## config.mk

```make
export PLATFORM = sky130hd
export DESIGN_NAME = ahb_slave_sel_ctrl
export DESIGN_NICKNAME = d
export VERILOG_FILES = /design/src/rtl/ahb_pkg.sv /design/src/rtl/ahb_default_slave.sv /design/src/rtl/ahb_slave_sel_ctrl.sv
export SDC_FILE = /design/constraint.sdc
export NUM_CORES = 1
export LEC_CHECK = 0
export ABC_AREA = 1
export BUFFER_PORTS_ARGS = -buffer_cell sky130_fd_sc_hd__buf_2
export CAP_MARGIN = 20
export CORE_ASPECT_RATIO = 1.25
export CORE_MARGIN = 1
export CORE_UTILIZATION = 46
export DETAILED_ROUTE_END_ITERATION = 10
export PLACE_DENSITY = 0.78
export SYNTH_ARGS = -nofsm -noshare
export SYNTH_HDL_FRONTEND = slang
export SYNTH_SLANG_ARGS = --single-unit
```

## constraint.sdc

```tcl
create_clock -name hclk -period 2 [get_ports hclk]
set_clock_uncertainty 0.2 [all_clocks]
set_input_delay 0.1 -clock hclk [delete_from_list [all_inputs] [get_ports hclk]]
set_output_delay 0.1 -clock hclk [all_outputs]
set_load 0.05 [all_outputs]
```

## src/rtl/ahb_pkg.sv

```systemverilog
// Shared AHB-Lite encodings and FSM state type for the slave select controller.
package ahb_pkg;

    localparam logic [1:0] HTRANS_IDLE   = 2'b00;
    localparam logic [1:0] HTRANS_BUSY   = 2'b01;
    localparam logic [1:0] HTRANS_NONSEQ = 2'b10;
    localparam logic [1:0] HTRANS_SEQ    = 2'b11;

    localparam logic [1:0] HRESP_OKAY  = 2'b00;
    localparam logic [1:0] HRESP_ERROR = 2'b01;

    localparam logic [2:0] MUX_SEL_NONE = 3'b000;
    localparam logic [2:0] MUX_SEL_S1   = 3'b001;
    localparam logic [2:0] MUX_SEL_S2   = 3'b010;
    localparam logic [2:0] MUX_SEL_S3   = 3'b011;

    typedef enum logic [2:0] {
        ST_IDLE,
        ST_ERR1,
        ST_ERR2,
        ST_TMO1,
        ST_TMO2
    } ahb_state_e;

    // NONSEQ/SEQ carry a data phase; IDLE/BUSY do not.
    function automatic logic trans_active(input logic [1:0] htrans);
        logic act;
        case (htrans)
            HTRANS_IDLE, HTRANS_BUSY: act = 1'b0;
            HTRANS_NONSEQ, HTRANS_SEQ: act = 1'b1;
            default: act = 1'b0;
        endcase
        return act;
    endfunction

    // Region tag to response-mux code; slave 1 wins if regions overlap.
    function automatic logic [2:0] region_decode(input logic [3:0] tag,
                                                 input logic [3:0] r1,
                                                 input logic [3:0] r2,
                                                 input logic [3:0] r3);
        logic [2:0] code;
        if (tag == r1)      code = MUX_SEL_S1;
        else if (tag == r2) code = MUX_SEL_S2;
        else if (tag == r3) code = MUX_SEL_S3;
        else                code = MUX_SEL_NONE;
        return code;
    endfunction

endpackage

```

## src/rtl/ahb_default_slave.sv

```systemverilog
// Default slave: two-cycle ERROR response sequencing (ERR1/ERR2 and the
// identically shaped TMO1/TMO2 watchdog response).
module ahb_default_slave
    import ahb_pkg::*;
(
    input  ahb_state_e state_i,
    input  logic       unmapped_act_i,
    output logic       busy_o,
    output logic       hready_o,
    output logic [1:0] hresp_o,
    output ahb_state_e state_nxt_o
);

    // First cycle stalls with ERROR, second completes with ERROR and accepts.
    always_comb begin
        busy_o      = 1'b0;
        hready_o    = 1'b1;
        hresp_o     = HRESP_OKAY;
        state_nxt_o = ST_IDLE;
        case (state_i)
            ST_ERR1: begin
                busy_o      = 1'b1;
                hready_o    = 1'b0;
                hresp_o     = HRESP_ERROR;
                state_nxt_o = ST_ERR2;
            end
            ST_TMO1: begin
                busy_o      = 1'b1;
                hready_o    = 1'b0;
                hresp_o     = HRESP_ERROR;
                state_nxt_o = ST_TMO2;
            end
            ST_ERR2, ST_TMO2: begin
                busy_o      = 1'b1;
                hready_o    = 1'b1;
                hresp_o     = HRESP_ERROR;
                state_nxt_o = unmapped_act_i ? ST_ERR1 : ST_IDLE;
            end
            default: begin
                busy_o      = 1'b0;
                state_nxt_o = ST_IDLE;
            end
        endcase
    end

endmodule

```

## src/rtl/ahb_slave_sel_ctrl.sv

```systemverilog
// AHB-Lite address decoder, data-phase owner tracking, response merge,
// default slave and slave stall watchdog for a 3-slave response mux.
module ahb_slave_sel_ctrl
    import ahb_pkg::*;
#(
    parameter logic [3:0]  REGION_1  = 4'h0,
    parameter logic [3:0]  REGION_2  = 4'h1,
    parameter logic [3:0]  REGION_3  = 4'h2,
    parameter int unsigned TIMEOUT   = 16,
    parameter int unsigned ERR_CNT_W = 8
) (
    input  logic                 hclk,
    input  logic                 hresetn,
    input  logic [31:0]          haddr,
    input  logic [1:0]           htrans,
    input  logic                 hreadyout_mux,
    input  logic [1:0]           hresp_mux,
    input  logic                 err_clr,
    output logic                 hsel_1,
    output logic                 hsel_2,
    output logic                 hsel_3,
    output logic [2:0]           mux_sel,
    output logic                 hready,
    output logic [1:0]           hresp,
    output logic                 timeout_flag,
    output logic [ERR_CNT_W-1:0] err_cnt
);

    localparam logic [7:0] TMO_LAST = 8'(TIMEOUT - 1);

    ahb_state_e           state_q, state_d;
    logic [2:0]           dsel_q, dsel_d;
    logic                 dact_q, dact_d;
    logic [7:0]           stall_q, stall_d;
    logic                 flag_q, flag_d;
    logic [ERR_CNT_W-1:0] err_cnt_q, err_cnt_d;

    logic [2:0]  dec_code;
    logic        unmapped_act;
    logic        hready_int;
    logic [1:0]  hresp_int;
    logic        stall_inc;
    logic        wdog_fire;
    logic        ds_busy;
    logic        ds_hready;
    logic [1:0]  ds_hresp;
    ahb_state_e  ds_nxt;
    logic        unused_haddr;

    assign unused_haddr = ^haddr[27:0];

    assign hsel_1 = (haddr[31:28] == REGION_1);
    assign hsel_2 = (haddr[31:28] == REGION_2);
    assign hsel_3 = (haddr[31:28] == REGION_3);

    assign dec_code     = region_decode(haddr[31:28], REGION_1, REGION_2, REGION_3);
    assign unmapped_act = (dec_code == MUX_SEL_NONE) && trans_active(htrans);

    // Stall counting only while a mapped, active data phase is being held off.
    assign stall_inc = (state_q == ST_IDLE) && (dsel_q != MUX_SEL_NONE) && dact_q && !hreadyout_mux;
    assign wdog_fire = (TIMEOUT != 0) && stall_inc && (stall_q == TMO_LAST);

    ahb_default_slave u_default_slave (
        .state_i        (state_q),
        .unmapped_act_i (unmapped_act),
        .busy_o         (ds_busy),
        .hready_o       (ds_hready),
        .hresp_o        (ds_hresp),
        .state_nxt_o    (ds_nxt)
    );

    // FSM state register.
    always_ff @(posedge hclk or negedge hresetn) begin
        if (!hresetn) state_q <= ST_IDLE;
        else          state_q <= state_d;
    end

    // FSM next state: IDLE handled here, error sequences by the default slave.
    always_comb begin
        state_d = state_q;
        if (state_q == ST_IDLE) begin
            if (hready_int && unmapped_act) state_d = ST_ERR1;
            else if (wdog_fire)             state_d = ST_TMO1;
        end else begin
            state_d = ds_nxt;
        end
    end

    // FSM outputs: error response, slave pass-through, or zero-wait OKAY.
    always_comb begin
        hready_int = 1'b1;
        hresp_int  = HRESP_OKAY;
        mux_sel    = dsel_q;
        if (ds_busy) begin
            hready_int = ds_hready;
            hresp_int  = ds_hresp;
        end else if (dsel_q != MUX_SEL_NONE) begin
            hready_int = hreadyout_mux;
            hresp_int  = hresp_mux;
        end
        if (state_q == ST_TMO1 || state_q == ST_TMO2) mux_sel = MUX_SEL_NONE;
    end

    assign hready = hready_int;
    assign hresp  = hresp_int;

    // Data-phase bookkeeping, watchdog and error statistics next-state.
    always_comb begin
        dsel_d    = dsel_q;
        dact_d    = dact_q;
        stall_d   = '0;
        flag_d    = flag_q;
        err_cnt_d = err_cnt_q;
        if (hready_int) begin
            dsel_d = dec_code;
            dact_d = trans_active(htrans);
        end
        if (stall_inc && !wdog_fire) stall_d = stall_q + 8'd1;
        if (state_q == ST_TMO1) flag_d = 1'b1;
        else if (err_clr)       flag_d = 1'b0;
        if (err_clr) begin
            err_cnt_d = '0;
        end else if ((state_d == ST_ERR1 || state_d == ST_TMO1) && err_cnt_q != '1) begin
            err_cnt_d = err_cnt_q + 1'b1;
        end
    end

    // Data-phase, watchdog and statistics registers.
    always_ff @(posedge hclk or negedge hresetn) begin
        if (!hresetn) begin
            dsel_q    <= MUX_SEL_NONE;
            dact_q    <= 1'b0;
            stall_q   <= '0;
            flag_q    <= 1'b0;
            err_cnt_q <= '0;
        end else begin
            dsel_q    <= dsel_d;
            dact_q    <= dact_d;
            stall_q   <= stall_d;
            flag_q    <= flag_d;
            err_cnt_q <= err_cnt_d;
        end
    end

    assign timeout_flag = flag_q;
    assign err_cnt      = err_cnt_q;

endmodule

```

# Yosys cells after proc, flatten, opt, wreduce, memory -nomap -nowiden
# Index checks and enable logic that the tools add are counted.
# W data, S select, Z words.
# word_totals
ff_bits	24
input_bits	40
out_inout_bits	18
word_cells	67
# op_classes
n_addsub	2
n_eq_ne	13
mux	22
reduce_logical	24
# ops
cell	n
$mux W8	3
$mux W3	6
$add A8 B1 Y8 const B	2
$eq A3 B2 Y1 const B	3
$pmux W3 S3	1
$eq A8 B4 Y1 const B	1
$logic_and A1 B1 Y1	8
$mux W1	8
$ne A8 B8 Y1 const B	1
$reduce_or A2 Y1	4
$eq A3 B1 Y1 const B	2
$logic_not A3 Y1	2
$mux W2	3
$eq A2 B2 Y1 const B	2
$eq A4 B1 Y1 const B	1
$eq A4 B2 Y1 const B	1
$logic_not A4 Y1	1
$reduce_bool A2 Y1	2
$reduce_or A4 Y1	1
$eq A3 B3 Y1 const B	1
$reduce_bool A3 Y1	1
$eq A2 B1 Y1 const B	1
$logic_not A1 Y1	2
$logic_not A2 Y1	1
other kinds (2)	3

# Depth between registers and ports, before layout
# Gate-level depths: netlist (run 1).
# logic_depth
depth_word	14
mapped_depth	11
depth_no_buf	11

# Cells and area by module
# A second synthesis (run 1) with hierarchy kept.
# unflattened
hier_cells	182
hier_area_um2	1377.6
# by_module_without_submodules
mod	instances	cells_each	area_per_inst_um2	seq_area_each_um2
ahb_slave_sel_ctrl	1	168	1300.0	575.6
ahb_default_slave	1	14	77.6	0.0

# Worst setup path after synthesis (run 1)
# No wires, ideal clock.
# synth_path
path_type	register to register
start	reg err_cnt_q[0] (netlist: err_cnt[0])
end	reg err_cnt_q[0] (netlist: err_cnt[0])
setup_ns	0.119
arrival_time_ns	1.712
required_ns	1.681
setup_slack_ns	-0.031
stages_incl_launch_ff	9
n_path_buf	0
period_less_slack_ns	2.031
path_cell_list	dfrtp_1 ha_1 nand3_1 nor2_1 nand3_1 nand3_4 nand2_4 nand2_1 nand2_1
# synth_via
elab_chain_len	3
word_cells_on_any_way	6
cone_classes	add/sub (1); eq/ne (1); mux (2); reduce/logical (2)
# synth_lines
item	line_no	rtl
start: declaration	ahb_slave_sel_ctrl.sv:36	logic [ERR_CNT_W-1:0] err_cnt_q, err_cnt_d;
start signal: assignment	ahb_slave_sel_ctrl.sv:141	err_cnt_q <= err_cnt_d;
$add A8 B1 Y8 / $ne A8 B8 Y1 (equally long branches)	ahb_slave_sel_ctrl.sv:124, ahb_slave_sel_ctrl.sv:123	
$mux W8 / $logic_and A1 B1 Y1 (equally long branches)	ahb_slave_sel_ctrl.sv:123	end else if ((state_d == ST_ERR1 || state_d == ST_TMO1) && err_cnt_q != '1) begin
$mux W8 / $reduce_bool A2 Y1 (equally long branches)	n/a	
# Parallel ways exist; a longest one is shown, timed or not. The select of a mux whose other input is x is not followed.
# A chain may end at the register's enable or synchronous reset.

# Worst setup path after layout (run 1)
# layout_path
start	reg state_q[1]
end	reg dsel_q[0]
# layout_via
elab_chain_len	4
word_cells_on_any_way	9
cone_classes	eq/ne (4); mux (3); reduce/logical (2)
# layout_lines
item	line_no	rtl
start: declaration	ahb_slave_sel_ctrl.sv:31	ahb_state_e state_q, state_d;
start signal: assignment	ahb_slave_sel_ctrl.sv:75	else state_q <= state_d;
$eq A3 B2 Y1, or another cell as far along	ahb_default_slave.sv:20	case (state_i)
$reduce_or A4 Y1 (no line) / $reduce_or A2 Y1 (equally long branches)	n/a	
$mux W1	ahb_default_slave.sv:20	
$mux W1 (*)	ahb_slave_sel_ctrl.sv:94	if (ds_busy) begin
end signal: assignment	ahb_slave_sel_ctrl.sv:137	dsel_q <= dsel_d;
end: declaration	ahb_slave_sel_ctrl.sv:32	logic [2:0] dsel_q, dsel_d;
# Every way passes the cells marked *; elsewhere a longest branch is shown, timed or not.

==> results.py, run 1 <==
metrics = {
    "clock_network": {
        "clk_latency_ns": 0.30,
        "cts_tree": "built",
        "clockBufferDepth": 2,
        "cts_made_buffers": 3,
        "htreeDepth": 1,
        "cts_sinks": 23,
        "clk_pin_slew_worst_paths_ns": 0.12,
        "cts-root-buf": "clkbuf_4",
    },
    "worst_setup_path": {
        "critPathMaxFanout": 8,
        "r2r_start": "state_q[1]",
        "cp_slowest_cell": "dlygate4sd3_1",
        "start_kind": "flip-flop",
        "worst_path_largest_cell_delay_ns": 0.55,
        "worst_setup_path_end_kind": "flip-flop",
        "crit_path_cell_trace": "buf_4 -> a21oi_1 -> o21ai_2 -> nand2_4 -> nand3_1 -> dlygate4sd3_1 -> o21ai_0",
        "worstSetupPathType": "flip-flop to flip-flop",
        "worstPathArrival_ns": 1.94,
        "r2r_slack_ns": 0.1,
        "worstReg2RegEnd": "dsel_q[0]",
        "worstPathRequired_ns": 2.03,
        "reg2regPathDepth": 7,
    },
    "yosys": {
        "syn_area_um2": 1280,
        "avgSynthCellArea_um2": 7.77,
        "synth_nets": 207,
        "ys_seq_area_share_pct": 44.9,
        "synth_seq_cells": 23,
        "synth_cell_type_count": 28,
        "syn_inst": 165,
        "synth_edf_count": 0,
        "yosysWarnings": 0,
        "synth_flop_cell": "dfrtp_1",
        "async_reset_ff_share_pct": 100,
    },
    "drt": {
        "finalWirelength_mm": 2.66,
        "drtIter0Drc": 28,
        "routed_via_density": 5.04,
        "route.detailed.drc": 0,
        "wl_per_cell_um": 11.3,
        "vias": 1185,
        "dr.pass1.iters": 4,
        "ant_nets": 0,
    },
    "global_routing": {
        "antenna_found_initial": 0,
        "grt_pass1_vias": 1104,
        "track_usage_pct": 19.3,
        "grt_pass1_wl_mm": 4.46,
        "overflow": 0,
        "grt_start_max_net_pins": 24,
    },
    "pwr": {
        "finalPower_mw": 1.88,
        "power_density_nw_per_um2": 1200,
        "p_leak_nw": 0.825,
        "vdd_ir_drop_max_mv": 0.796,
    },
    "place": {
        "dp_hpwl_mm": 1.94,
        "gp_routability_congestion": 0.822,
        "portBuffers": 27,
    },
    "sta": {
        "maxSlewViolCount": 0,
        "tns_ns": 0,
        "slew_headroom_pct": 65.7,
        "period_needed_ns": 1.90,
        "finalHoldViolCount": 0,
        "tightest_slew_ns": 0.514,
        "finalSetupViolations": 0,
        "fin_crit_sh_pct": 95.2,
        "fmax_mhz": 525,
    },
    "hold_path": {
        "min_path_type": "input pin to asynchronous set/reset pin",
    },
    "floorplan": {
        "core_um2": 2650,
        "row_count": 21,
        "die_w_um": 49.2,
        "pin_count": 58,
        "die-area_um2": 3000,
        "die_y_um": 61.0,
        "start_util_pct": 48.3,
    },
    "final_layout": {
        "drive_gt1_share_pct": 24.9,
        "synthToLayoutAreaGrowth_pct": 22.1,
        "fillCellCount": 248,
        "nets": 244,
        "n_antenna_cell": 0,
    },
    "status": {
        "status": "complete, no violations",
    },
    "flow_run": {
        "drv_cap": 0,
    },
}
==> where the power goes <==
| group | internal (mW) | total [mW] | switching (mW) | leakage [nW] |
|---|---|---|---|---|
| Clock | 0.0746 | 0.211 | 0.136 | 0.0177 |
| Sequential | 0.555 | 0.634 | 0.0790 | 0.308 |
| Combinational | 0.281 | 1.03 | 0.753 | 0.499 |
==> cells in the final DEF (no fill, tap or decap), types with 2 or more instances in the layout <==
master / instances
o21ai_2: 3
nor3b_1: 3
dfrtp_1: 20
nand2_4: 2
ha_1: 2
nand3_1: 14
o21ai_0: 5
nor3_2: 2
dlygate4sd3_1: 6
nor2_1: 26
buf_2: 26
xor2_1: 3
xnor2_1: 3
nand2_1: 38
nand2_2: 3
nor3_1: 3
inv_1: 16
clkbuf_4: 4
a21oi_1: 4
and3_1: 2
dfrtp_2: 3
==> Yosys cell counts, types with 2 or more instances <==
cell type / count / area, µm²
a21oi_1: 4 / 20.0
and3_1: 2 / 12.5
dfrtp_1: 23 / 576
ha_1: 2 / 25.0
inv_1: 16 / 60.1
nand2_1: 39 / 146
nand2_2: 2 / 12.5
nand2_4: 2 / 22.5
nand3_1: 15 / 75.1
nor2_1: 27 / 101
nor3_1: 4 / 20.0
nor3b_1: 3 / 22.5
o21ai_0: 5 / 25.0
o21ai_2: 3 / 26.3
xnor2_1: 3 / 26.3
xor2_1: 3 / 26.3
==> how the worst max path moves through the flow <==
| stage | from | to | cells past startpoint | slack (ns) |
|---|---|---|---|---|
| final | state_q[1] | dsel_q[0] | 7 | 0.1 |
| after global placement | stall_q[0] | err_cnt[3] | 9 | 0.22 |
| after floorplan | haddr[31] | dsel_q[1] | 5 | 0.07 |
| after detailed placement | err_cnt[0] | err_cnt[2] | 8 | 0.15 |
| after CTS | state_q[0] | hresp[1] | 7 | 0.04 |
| after global routing | state_q[1] | dsel_q[0] | 7 | -0.02 |
==> what timing repair did <==
| action | 4_1_cts | 5_1_grt |
|---|---|---|
| pin swaps | 0 | 0 |
| cloned | 0 | 0 |
| endpoints found under the hold margin | 35 | 0 |
| hold buffers | 6 | 0 |
| buffers inserted | 0 | 1 |
| endpoints found under the setup margin | 1 | 4 |
| gates resized for setup | 1 | 5 |
==> metal layers <==
layer  wire [µm]  share of wire [%]  up-vias  track usage [%]
met5           0                  0        -                0
met4          14               0.53        0             9.24
met3          88                3.3        2             2.51
met1        1140                 43      562             21.8
li1            -                  -      599                -
met2        1410                 53       22             36.4
==> final cells by class <==
class	count	area (µm²)	share of cell area, %
inverter	18	67.6	4.32
timing repair buffer	34	205	13.1
sequential	23	579	37.0
clock buffer	3	22.5	1.44
tap	34	42.5	2.72
clock inverter	1	5.00	0.320
multi-input combinational	122	642	41.0
==> per-stage QoR <==
step	cell area (µm²)	hold slack [ns]	setup WS, ns	util, %	cells
after floorplan	1280	-0.396	0.0659	-	165
after global placement	1450	-0.101	0.220	54.6	224
after detailed placement	1450	-0.0891	0.148	54.6	224
after CTS	1540	0.0520	0.0391	58.1	234
after global routing	1560	0.0856	-0.0221	58.9	235
final	1560	0.0784	0.0952	58.9	235
==> registers in the layout, summed over array words and instances, names as in the netlist <==
name          cells
dsel_q            2
timeout_flag      1
dact_q            1
stall_q           8
state_q           3
err_cnt           8
==> kinds of logic after synthesis <==
family,Yosys count,share of synthesized area (%)
simple gates,98,35.4
xor+xnor,6,4.10
flops,23,44.9
compound gates,15,7.23
other cells,1,0.293
fa+ha+maj,2,1.95
buf+inv,20,6.15
==> worst max-delay path, delay by kind of cell, from the launching register on <==
family | cells | cell delay (ns)
flops | 1 | 0.43
simple gates | 2 | 0.17
compound gates | 3 | 0.33
buf+inv | 2 | 0.70
No activity file was read; power rests on OpenSTA's default activity.
==> run 2: changes to the inputs <==
Settings changed: RECOVER_POWER from default to 50, TNS_END_PERCENT from default to 5.
==> run 2 against run 1 <==
Against the previous run:
- via count fell by 0.93%
- flip-flop and latch count unchanged
- cell area down 0.64%
- maximum frequency is essentially flat
- wire length shrank 0.83%
- worst hold slack gained 0.00074 ns
==> results.py, run 2 (same netlist as run 1, synthesis figures left out) <==
metrics = {
    "status": {
        "status": "complete, no violations",
    },
    "sta": {
        "slew_headroom_pct": 18.7,
        "finalSetupViolations": 0,
        "fin_crit_sh_pct": 95.3,
        "fmax_mhz": 524,
        "maxSlewViolCount": 0,
        "finalHoldViolCount": 0,
        "tightest_slew_ns": 1.22,
        "period_needed_ns": 1.91,
        "holdWs_ns": 0.0791,
    },
    "floorplan": {
        "die_y_um": 61.0,
        "die_w_um": 49.2,
        "die-area_um2": 3000,
        "pin_count": 58,
        "row_count": 21,
        "core_um2": 2650,
        "start_util_pct": 48.3,
    },
    "drt": {
        "dr.pass1.iters": 4,
        "drtIter0Drc": 23,
        "wl_per_cell_um": 11.2,
        "route.detailed.drc": 0,
        "ant_nets": 0,
        "routed_via_density": 5.00,
        "finalWirelength_mm": 2.64,
        "vias": 1174,
    },
    "global_routing": {
        "grt_start_max_net_pins": 24,
        "grt_pass1_vias": 1104,
        "use_met3_pct": 2.51,
        "antenna_found_initial": 0,
        "grt_pass1_wl_mm": 4.46,
        "track_usage_pct": 19.3,
        "grt-busiest-layer": "met2",
        "grt_use_met1_pct": 21.8,
        "grt_use_met2_pct": 36.4,
        "overflow": 0,
    },
    "pwr": {
        "switching_share_pct": 51.8,
        "internal_power_uw": 901,
        "p_sw_uw": 969,
        "power.share.combinational_pct": 54.8,
        "p_seq_share_pct": 33.9,
        "vdd_ir_drop_max_mv": 0.779,
        "p_leak_nw": 0.795,
        "clkPwrFrac_pct": 11.2,
        "power_density_nw_per_um2": 1200,
    },
    "worst_setup_path": {
        "critPathLaunch": "state_q[1]",
        "reg2regPathDepth": 7,
        "worstPathArrival_ns": 1.94,
        "crit_cells": 7,
        "crit_path_cell_trace": "buf_4 -> a21oi_1 -> o21ai_2 -> nand2_4 -> nand3_1 -> dlygate4sd3_1 -> o21ai_0",
        "path_buf_inv": 2,
        "cp_slowest_cell": "dlygate4sd3_1",
        "start_kind": "flip-flop",
        "critPathTopFamily": "buffers and inverters",
        "r2r_start": "state_q[1]",
        "worstPathRequired_ns": 2.03,
        "worstSetupPathType": "flip-flop to flip-flop",
        "critPathMaxFanout": 8,
        "worst_path_largest_cell_delay_ns": 0.55,
        "worst_setup_path_end_kind": "flip-flop",
    },
    "place": {
        "portBuffers": 27,
        "dp_hpwl_mm": 1.94,
        "gp_routability_congestion": 0.822,
        "dp_cells": 224,
    },
    "final_layout": {
        "nets": 244,
        "synthToLayoutAreaGrowth_pct": 21.3,
        "final_util_pct": 58.6,
        "n_antenna_cell": 0,
        "drive_gt1_share_pct": 20.9,
        "final_common_cell": "nand2_1",
        "fin_cells": 235,
        "final_cell_mix": "38 x nand2_1, 26 x nor2_1, 20 x dfrtp_1",
    },
    "hold_path": {
        "min_path_type": "input pin to flip-flop",
        "hp-start": "haddr[29]",
        "hold_depth": 5,
    },
    "clock_network": {
        "htreeDepth": 1,
        "clockBufferDepth": 2,
        "clk_pin_slew_worst_paths_ns": 0.12,
        "cts-root-buf": "clkbuf_4",
        "cts_sinks": 23,
        "cts_made_buffers": 3,
        "cts_tree": "built",
        "clk_latency_ns": 0.30,
    },
    "flow_run": {
        "drv_cap": 0,
    },
}
==> run 2: cell count changes in the layout (fill, tap and decap cells not counted) <==
| cell | change |
|---|---|
| buf_2 | -8 |
| clkbuf_1 | +8 |
==> run 2: per-stage QoR <==
step / worst slack (ns) / power [mW] / TNS [ns] / instance area [µm²]
finish: 0.0934 / 1.87 / 0 / 1550
global route: -0.0221 / 2.02 / -0.0221 / 1550
CTS: 0.0391 / 1.88 / 0 / 1540
detailed placement: 0.148 / 1.64 / 0 / 1450
global placement: 0.220 / 1.60 / 0 / 1450
floorplan: 0.0659 / 1.42 / 0 / 1280
==> run 2: per-layer routing <==
layer	vias up	wire [µm]
li1	599	-
met1	549	1130
met2	24	1410
met3	2	82
met4	0	14
met5	-	0
==> run 2: worst reg2reg max path, delay by kind of cell (launching register included) <==
| kind | cells | cell delay [ns] |
|---|---|---|
| compound gates | 3 | 0.33 |
| buf+inv | 2 | 0.70 |
| flops | 1 | 0.43 |
| simple gates | 2 | 0.17 |
==> run 2: timing repair <==
item | CTS | global route
buffers inserted | 0 | 1
setup endpoints to repair | 1 | 4
hold buffers | 6 | 0
hold endpoints to repair | 35 | 0
gates cloned | 0 | 0
gates resized for setup | 1 | 5
==> run 2: path summary, 6_finish.rpt <==
kind                       slack (ns)          to
setup / recovery                 0.09   dsel_q[0]
hold / removal                   0.08   dsel_q[1]
setup reg to reg                 0.09   dsel_q[0]
hold reg to reg                  0.32  stall_q[0]
max in group asynchronous        0.44  err_cnt[0]
min in group asynchronous        0.35  stall_q[5]
==> run 2: layout make-up <==
cell class,count,area [µm²]
fillers,250,1100
multi-input cells,122,642
well taps,34,42.5
inverters,18,67.6
flip-flops and latches,23,579
repair buffers,34,195
clock inverters,1,5.00
clock buffers,3,22.5
==> run 2: power groups by stage <==
stage                     Sequential (mW)  Combinational [mW]  Clock, mW
final                               0.635                1.03      0.210
after global routing                0.648                1.12      0.247
after CTS                           0.639                1.01      0.229
after detailed placement            0.645               0.990          0
after global placement              0.639               0.962          0
after floorplan                     0.759               0.665          0
